`src/rtl/ctrl_pkg.sv`:
```
// ctrl_pkg: shared types and constants for the decode control bundle.
//   ctrl_bundle_t : packed {wre, wme, wb_sel[1:0], alu_op[3:0]} (8 bits)
//   CTRL_NOP      : all-zero bundle used as the pipeline bubble
//   WB_SEL_*      : writeback mux encodings
//   ALU_*         : ALU operation encodings
//   OP_*          : complete bundles emitted by decode for each instruction
package ctrl_pkg;

  typedef struct packed {
    logic       wre;
    logic       wme;
    logic [1:0] wb_sel;
    logic [3:0] alu_op;
  } ctrl_bundle_t;

  localparam ctrl_bundle_t CTRL_NOP = 8'h00;

  localparam logic [1:0] WB_SEL_MEM = 2'b00;
  localparam logic [1:0] WB_SEL_ALU = 2'b01;

  localparam logic [3:0] ALU_NOP = 4'b0000;
  localparam logic [3:0] ALU_ADD = 4'b0001;
  localparam logic [3:0] ALU_SUB = 4'b0010;

  localparam logic [7:0] OP_NOP = 8'h00;
  localparam logic [7:0] OP_ADD = 8'h91;  // wre, wb_sel=ALU, add
  localparam logic [7:0] OP_BE  = 8'h02;  // compare only, no writeback
  localparam logic [7:0] OP_LDR = 8'h81;  // wre, wb_sel=MEM, add for address
  localparam logic [7:0] OP_STR = 8'h40;  // wme only

  // A load is the only producer whose result is not ready for forwarding
  // out of EX, which is what makes it a hazard source.
  function automatic logic is_load(input ctrl_bundle_t b);
    return b.wre & (b.wb_sel == WB_SEL_MEM);
  endfunction

endpackage

```
`src/rtl/ctrl_stage_reg.sv`:
```
// ctrl_stage_reg: one pipeline register holding a control bundle and its rd.
//   clk, rst_n : clock, asynchronous active-low clear to the NOP bundle
//   bubble     : synchronous load of the NOP bundle instead of the input
//   ctrl_d/rd_d: incoming bundle and destination register
//   ctrl_q/rd_q: registered bundle and destination register
module ctrl_stage_reg
  import ctrl_pkg::*;
#(
  parameter int REG_AW = 4
) (
  input  logic              clk,
  input  logic              rst_n,
  input  logic              bubble,
  input  ctrl_bundle_t      ctrl_d,
  input  logic [REG_AW-1:0] rd_d,
  output ctrl_bundle_t      ctrl_q,
  output logic [REG_AW-1:0] rd_q
);

  always_ff @(posedge clk or negedge rst_n) begin
    if (!rst_n) begin
      ctrl_q <= CTRL_NOP;
      rd_q   <= '0;
    end else if (bubble) begin
      ctrl_q <= CTRL_NOP;
      rd_q   <= '0;
    end else begin
      ctrl_q <= ctrl_d;
      rd_q   <= rd_d;
    end
  end

endmodule

```
`src/rtl/ctrl_pipe.sv`:
```
// ctrl_pipe: carries the decode control bundle through ID/EX, EX/MEM and
// MEM/WB, detects load-use hazards and inserts bubbles on stall or flush.
//   clk, rst_n          : clock, asynchronous active-low reset
//   id_ctrl_i, id_rd_i  : bundle and destination from decode
//   id_rs1_i/id_rs2_i   : sources of the ID instruction, with *_used_i flags
//   branch_taken_i      : branch resolved taken in EX (flush)
//   stall_o, flush_o    : hold PC and IF/ID / clear IF/ID
//   ex_*, mem_*, wb_*   : unpacked per-stage fields for the datapath
//   bubble_cnt_o        : saturating count of stall/flush bubbles
module ctrl_pipe
  import ctrl_pkg::*;
#(
  parameter int REG_AW = 4,
  parameter int CNT_W  = 16
) (
  input  logic              clk,
  input  logic              rst_n,
  input  logic [7:0]        id_ctrl_i,
  input  logic [REG_AW-1:0] id_rd_i,
  input  logic [REG_AW-1:0] id_rs1_i,
  input  logic [REG_AW-1:0] id_rs2_i,
  input  logic              id_rs1_used_i,
  input  logic              id_rs2_used_i,
  input  logic              branch_taken_i,
  output logic              stall_o,
  output logic              flush_o,
  output logic [3:0]        ex_alu_op_o,
  output logic [REG_AW-1:0] ex_rd_o,
  output logic              mem_wme_o,
  output logic              mem_wre_o,
  output logic [REG_AW-1:0] mem_rd_o,
  output logic              wb_wre_o,
  output logic [1:0]        wb_sel_o,
  output logic [REG_AW-1:0] wb_rd_o,
  output logic [CNT_W-1:0]  bubble_cnt_o
);

  ctrl_bundle_t      id_ctrl;
  ctrl_bundle_t      ctrl_p0, ctrl_p1, ctrl_p2;
  logic [REG_AW-1:0] rd_p0, rd_p1, rd_p2;
  logic              ex_is_load;
  logic              rs1_hit, rs2_hit;
  logic              idex_bubble;
  logic [CNT_W-1:0]  bubble_cnt;
  logic              unused_wb_fields;

  function automatic logic [CNT_W-1:0] sat_inc(input logic [CNT_W-1:0] v);
    return (&v) ? v : v + 1'b1;
  endfunction

  assign id_ctrl = ctrl_bundle_t'(id_ctrl_i);

  // Hazard check: ID sources against the load sitting in EX. A taken branch
  // discards the ID instruction, so there is nothing to hold.
  assign ex_is_load  = is_load(ctrl_p0);
  assign rs1_hit     = id_rs1_used_i & (id_rs1_i == rd_p0);
  assign rs2_hit     = id_rs2_used_i & (id_rs2_i == rd_p0);
  assign stall_o     = ex_is_load & ~branch_taken_i & (rs1_hit | rs2_hit);
  assign flush_o     = branch_taken_i;
  assign idex_bubble = branch_taken_i | stall_o;

  // ---- ID -> EX (p0): the only stage that can take a bubble ----
  ctrl_stage_reg #(.REG_AW(REG_AW)) u_idex (
    .clk    (clk),
    .rst_n  (rst_n),
    .bubble (idex_bubble),
    .ctrl_d (id_ctrl),
    .rd_d   (id_rd_i),
    .ctrl_q (ctrl_p0),
    .rd_q   (rd_p0)
  );

  // ---- EX -> MEM (p1): always advances ----
  ctrl_stage_reg #(.REG_AW(REG_AW)) u_exmem (
    .clk    (clk),
    .rst_n  (rst_n),
    .bubble (1'b0),
    .ctrl_d (ctrl_p0),
    .rd_d   (rd_p0),
    .ctrl_q (ctrl_p1),
    .rd_q   (rd_p1)
  );

  // ---- MEM -> WB (p2): always advances ----
  ctrl_stage_reg #(.REG_AW(REG_AW)) u_memwb (
    .clk    (clk),
    .rst_n  (rst_n),
    .bubble (1'b0),
    .ctrl_d (ctrl_p1),
    .rd_d   (rd_p1),
    .ctrl_q (ctrl_p2),
    .rd_q   (rd_p2)
  );

  // Counts only bubbles this block inserts; NOPs from decode are ignored.
  always_ff @(posedge clk or negedge rst_n) begin
    if (!rst_n) begin
      bubble_cnt <= '0;
    end else if (idex_bubble) begin
      bubble_cnt <= sat_inc(bubble_cnt);
    end
  end

  assign ex_alu_op_o  = ctrl_p0.alu_op;
  assign ex_rd_o      = rd_p0;
  assign mem_wme_o    = ctrl_p1.wme;
  assign mem_wre_o    = ctrl_p1.wre;
  assign mem_rd_o     = rd_p1;
  assign wb_wre_o     = ctrl_p2.wre;
  assign wb_sel_o     = ctrl_p2.wb_sel;
  assign wb_rd_o      = rd_p2;
  assign bubble_cnt_o = bubble_cnt;

  // WB has no use for the memory-write or ALU fields.
  assign unused_wb_fields = ^{ctrl_p2.wme, ctrl_p2.alu_op};

endmodule

```
`config.mk`:
```
export PLATFORM = sky130hd
export DESIGN_NAME = ctrl_pipe
export DESIGN_NICKNAME = d
export VERILOG_FILES = /design/src/rtl/ctrl_pkg.sv /design/src/rtl/ctrl_stage_reg.sv /design/src/rtl/ctrl_pipe.sv
export SDC_FILE = /design/constraint.sdc
export NUM_CORES = 1
export LEC_CHECK = 0
export ABC_AREA = 1
export CORE_MARGIN = 2
export CORE_UTILIZATION = 40
export DETAILED_ROUTE_END_ITERATION = 8
export DONT_BUFFER_PORTS = 1
export GPL_ROUTABILITY_DRIVEN = 0
export HOLD_SLACK_MARGIN = 0.03
export PLACE_DENSITY = 0.57
export SLEW_MARGIN = 0
export SYNTH_ARGS = -nofsm -noshare
export SYNTH_HDL_FRONTEND = slang
export SYNTH_SLANG_ARGS = --single-unit
```
`constraint.sdc`:
```
create_clock -name clk -period 2.01 [get_ports clk]
set_input_delay 0.5025 -clock clk [delete_from_list [all_inputs] [get_ports clk]]
set_output_delay 0.5025 -clock clk [all_outputs]
set_load 0.1 [all_outputs]
```
==> results by group, run 1 <==
Outcome
  • Outcome: finished, final reports clean

Routing
  • DR WL met3: 255 um
  • Met2 WL: 2.02 mm
  • First-pass iteration count of the detailed router: 4
  • Antenna Nets Post-Route: 0
  • DR DRC count: 0
  • Via count: 1564
  • Vias/cell: 4.55
  • Top Metal Used: met4
  • WL final: 4.06 mm
  • M1 WL: 1.72 mm
  • WL/cell: 11.8 um
  • DRT iter0 DRCs: 68

GRT
  • Initial antenna violation count: 0
  • Vias in the first global route: 1478
  • GR Util All Layers: 0.162
  • Pin count of the biggest net entering global routing: 44
  • First-pass GRT wire length: 6.78 mm
  • Total global routing overflow: 0

Place
  • Number of port buffers: 0
  • Dpl cell area: 2320 um^2
  • Post-Place Cells: 332
  • Final HPWL DP: 2.93 mm
  • Post-Place Setup Slack: 0.243 ns

Floorplan
  • Starting Density: 0.415
  • Boundary Pins: 64
  • Core area: 4750 um^2
  • Die span in x: 74.2 um
  • Die H: 74.2 um
  • Rows: 25
  • Die footprint: 5510 um^2

Synth
  • Synthesized area: 1970 um^2
  • Cells after Synth: 234
  • Synth cell types: 22
  • Sequential share of the synthesized area: 0.545
  • Syn Nets: 260
  • Synth async-reset ratio: 1.00
  • Syn_area_per_cell: 8.43 um^2
  • EDFF count, synth: 0
  • Most used DFF post-synth: dfrtp_1
  • FF+latch count, synth: 43
  • Yosys warns: 0

STA
  • Setup violators final: 0
  • Clock skew: 0.00401 ns
  • Crit share post-route: 0.999
  • Post-route minimum period: 2.01 ns
  • Setup TNS Final: 0 ns
  • Final slew viol count: 0
  • RSZ-0062 raised after global routing: true
  • Max_slew headroom: 0.674
  • Hold Vio Cnt, Final: 0
  • Max Clk Rate: 498 MHz
  • Worst slew pin tran: 0.485 ns
  • Worst hold slack: 0.0445 ns
  • Final worst slack: 0.00227 ns

Worst setup path
  • CP max FO: 5
  • Crit. End Element: output port
  • Crit path DAT: 1.51 ns
  • Worst reg2reg path depth: 9
  • Worst setup SP type: flop
  • CP required: 1.51 ns
  • Setup Crit Path Kind: flop to output port

Clock tree
  • CTS Buf Count: 5
  • TritonCTS clock tree: yes
  • CTS H-tree depth: 2
  • Number of clock sinks: 43
  • Clock Root Buffer: clkbuf_8
  • Worst-path clk slew: 0.08 ns
  • Worst-Skew Late Latency: 0.29 ns
  • Deepest clock path buffer count: 2

Hold path
  • Hold Crit Class: primary input to async pin

Pwr
  • Leakage: 1.32 nW
  • Final total power: 2.53 mW
  • Cell Pwr Density: 1010 nW/um^2
  • Worst vdd ir: 0.000679 V

Layout
  • Ant. Diodes: 0
  • Area grow syn2layout: 27.3%
  • Final #Nets: 302
  • Final Util: 0.528
  • Final cell count without fillers: 344
  • Share of cells above drive strength 1: 0.300
  • Most frequent cells in the layout: nand2_1, buf_4, dfrtp_1, inv_1, nor2_1
  • Most common cell after layout, fill and taps aside: nand2_1
  • Final instance area: 2510 um^2

Run
  • Max_cap viols: 0
where the power goes:
group	switching, mW	internal, mW
Sequential	0.0627	0.945
Combinational	0.650	0.160
Clock	0.303	0.409
Total	1.02	1.51
cell usage after synthesis (2+ instances only):
library cell	n	area share
nor2_1	32	0.061
nor3_1	4	0.010
nand4_1	2	0.0063
buf_2	3	0.0076
xor2_1	6	0.027
xnor2_1	3	0.013
nand3_1	25	0.063
buf_4	5	0.019
dfrtp_1	43	0.55
nand2_1	68	0.13
nand2_2	2	0.0063
inv_1	31	0.059
sequential cells by signal, indices dropped and copies added (netlist names):
name	cells
u_exmem.rd_q	4
u_idex.rd_q	4
u_exmem.ctrl_q	4
u_memwb.rd_q	4
bubble_cnt_o	16
u_memwb.ctrl_q	3
u_idex.ctrl_q	8
layer usage:
layer,track usage,vias to the layer above
met1,0.211,718
met5,0,-
li1,-,788
met4,0.0655,0
met3,0.0379,7
met2,0.263,51
layout make-up:
| class | count | area [um^2] |
|---|---|---|
| clock buffers | 6 | 82.6 |
| clock inverters | 2 | 38.8 |
| fillers | 485 | 2240 |
| inverters | 32 | 124 |
| multi-input cells | 149 | 726 |
| flip-flops and latches | 43 | 1090 |
| well taps | 67 | 83.8 |
| repair buffers | 45 | 367 |
timing repair:
item                       in CTS  in global routing
pin swaps                       0                  7
hold endpoints to repair       43                  0
gates cloned                    0                  0
buffers inserted                0                  3
resized for setup               1                 10
hold buffers                    1                  0
setup endpoints to repair       1                  1
logic make-up after synthesis:
group	count (synthesis)	share of synthesized area
XOR/XNOR	9	0.0400
buffers and inverters	42	0.101
AO/OA/AOI/OAI	1	0.00253
flip-flops	43	0.545
adder cells (fa/ha/maj)	1	0.00634
AND/OR/NAND/NOR	138	0.305
worst paths after layout:
kind | start | end | slack (ns)
setup / recovery | u_idex.rd_q[2]$_DFF_PN0_ | stall_o | 0.002
hold reg to reg | u_exmem.ctrl_q[4]$_DFF_PN0_ | u_memwb.ctrl_q[4]$_DFF_PN0_ | 0.35
min in group clk | id_rd_i[2] | u_idex.rd_q[2]$_DFF_PN0_ | 0.30
setup reg to reg | bubble_cnt_o[0]$_DFFE_PN0P_ | bubble_cnt_o[5]$_DFFE_PN0P_ | 0.29
hold / removal | rst_n | u_idex.rd_q[1]$_DFF_PN0_ | 0.04
max in group asynchronous | rst_n | bubble_cnt_o[7]$_DFFE_PN0P_ | 1.75
worst max-delay path, stage by stage (launching register included):
cell	delay, ns
dfrtp_2	0.45
buf_6	0.13
xnor2_2	0.12
nand3_1	0.09
nand2_1	0.09
nand2_2	0.08
clkinvlp_4	0.09
buf_12	0.16
(Power assumes the default switching activity.)
==> run 2: changes to the inputs <==
Settings changed: CTS_CLUSTER_DIAMETER set to 200, SLEW_MARGIN 0 to 10.
==> results of run 2 <==
No change in the layout: final DEF, timing and power equal those of run 1.
==> run 3: changes to the inputs <==
Settings changed: SYNTH_HIERARCHICAL set to 1.
==> results by group, run 3 <==
Worst setup path
  • Crit. End Element: output port
  • CP top delay family: flip-flops
  • CP required: 1.51 ns
  • Worst reg2reg path depth: 11
  • Crit path DAT: 1.50 ns
  • Max stage delay on crit path: 0.52 ns
  • Crit path top cell by count: nand2_1
  • CP Launch Point: u_idex/rd_q[2]$_DFF_PN0_
  • CP Depth: 9
  • Critical Path Sink: stall_o
  • Worst setup SP type: flop
  • R2R Setup Slk: 0.25 ns
  • Crit-path slowest cell: dfrtp_4
  • CP Buf/Inv Count: 3
  • Worst-path cell chain: nand2_1, inv_1, nor2_2, nor2_1, nand3_1, nand2_1, nand2_2, clkinvlp_4, buf_12
  • R2R Path Start: u_idex/rd_q[2]$_DFF_PN0_
  • Setup Crit Path Kind: flop to output port
  • FF-to-FF End: bubble_cnt_o[1]$_DFFE_PN0P_
  • CP max FO: 5

Clock tree
  • CTS Buf Count: 5
  • Number of clock sinks: 43
  • TritonCTS clock tree: yes
  • Deepest clock path buffer count: 2
  • Worst-Skew Late Latency: 0.29 ns
  • Clock Root Buffer: clkbuf_8
  • Worst-path clk slew: 0.09 ns
  • CTS H-tree depth: 2

STA
  • Crit share post-route: 0.999
  • Hold Vio Cnt, Final: 0
  • Post-route minimum period: 2.01 ns
  • RSZ-0062 raised after global routing: true
  • Max Clk Rate: 498 MHz
  • Setup violators final: 0
  • Clock skew: 0.00692 ns
  • Final slew viol count: 0

Layout
  • Most frequent cells in the layout: nand2_1, inv_1, buf_4, nor2_1, dfrtp_1
  • FF/Latch Area: 1090 um^2
  • Multi-input logic area: 797 um^2
  • Final instance area: 2620 um^2
  • Share of cells above drive strength 1: 0.239
  • Ant. Diodes: 0
  • Max reg flops: 16
  • Final #Nets: 331
  • Final cell count without fillers: 376
  • Area grow syn2layout: 25.5%
  • # fillers: 502
  • Most common cell after layout, fill and taps aside: nand2_1

Floorplan
  • Boundary Pins: 64
  • Die span in x: 76.3 um
  • Starting Density: 0.412
  • Die H: 76.3 um
  • Rows: 26
  • Core area: 5070 um^2
  • Die footprint: 5820 um^2

Place
  • Final HPWL DP: 2.94 mm
  • Number of port buffers: 0
  • Dpl cell area: 2470 um^2
  • Post-Place Cells: 366

Pwr
  • Worst vdd ir: 0.000751 V
  • Leakage: 1.39 nW
  • Cell Pwr Density: 939 nW/um^2
  • Final total power: 2.46 mW

GRT
  • Met1 Use GR: 0.198
  • First-pass GRT wire length: 7.22 mm
  • Pin count of the biggest net entering global routing: 44
  • Met2 GRT Util: 0.252
  • Initial antenna violation count: 0
  • Total global routing overflow: 0
  • Met3 Track Usage GR: 0.0403
  • GR peak layer: met2
  • GR Util All Layers: 0.152
  • Vias in the first global route: 1588

Routing
  • Vias/cell: 4.34
  • Antenna Nets Post-Route: 0
  • WL/cell: 10.9 um
  • DRT iter0 DRCs: 82
  • Via count: 1631
  • First-pass iteration count of the detailed router: 4
  • WL final: 4.08 mm
  • DR DRC count: 0

Outcome
  • Outcome: finished, final reports clean

Synth
  • Synthesized area: 2090 um^2
  • Cells after Synth: 259
  • Yosys warns: 6
  • Syn_area_per_cell: 8.07 um^2

Run
  • Max_cap viols: 0

Hold path
  • Hold Crit Class: primary input to async pin
run 3: worst min-delay path by stage:
stage	startpoint	endpoint	slack, ns	depth (start not counted)
2_1_floorplan	rst_n	bubble_cnt_o[0]$_DFFE_PN0P_	0.21	0
3_3_place_gp	rst_n	u_idex/ctrl_q[1]$_DFF_PN0_	0.21	0
3_5_place_dp	rst_n	u_idex/ctrl_q[2]$_DFF_PN0_	0.21	0
4_1_cts	rst_n	bubble_cnt_o[2]$_DFFE_PN0P_	0.05	1
5_1_grt	rst_n	bubble_cnt_o[9]$_DFFE_PN0P_	0.05	1
6_report	rst_n	bubble_cnt_o[9]$_DFFE_PN0P_	0.05	1
run 3: where the power goes:
group / total (mW) / switching, mW / internal (mW)
combinational: 0.771 / 0.610 / 0.161
clock: 0.680 / 0.306 / 0.374
sequential: 1.01 / 0.0737 / 0.937
run 3: layout make-up:
type                       count  area share
sequential                    43       0.417
multi-input combinational    165       0.304
timing repair buffer          43       0.133
inverter                      47      0.0687
tap                           70      0.0334
clock buffer                   5      0.0262
clock inverter                 3      0.0177
run 3: metal layers:
metal  up-vias  part of all wire
li1        857                 -
met3         2             0.047
met1       725              0.45
met5         -                 0
met4         0            0.0066
met2        47              0.49
run 3: per-stage QoR:
step	hold WS (ns)	TNS, ns	util	setup WS, ns
after floorplan	0.207	-0.00564	-	-0.00564
after global placement	0.208	0	0.486	0.280
after detailed placement	0.207	0	0.486	0.284
after CTS	0.0484	-0.00554	0.515	-0.00554
after global routing	0.0508	-0.0851	0.517	-0.0851
final	0.0494	0	0.517	0.00285
run 3: timing repair:
item | 4_1_cts | 5_1_grt
pin swaps | 1 | 0
cloned | 0 | 0
hold endpoints to repair | 43 | 0
setup buffers | 1 | 0
endpoints found under the setup margin | 1 | 5
resized for setup | 1 | 4
hold buffers | 1 | 0
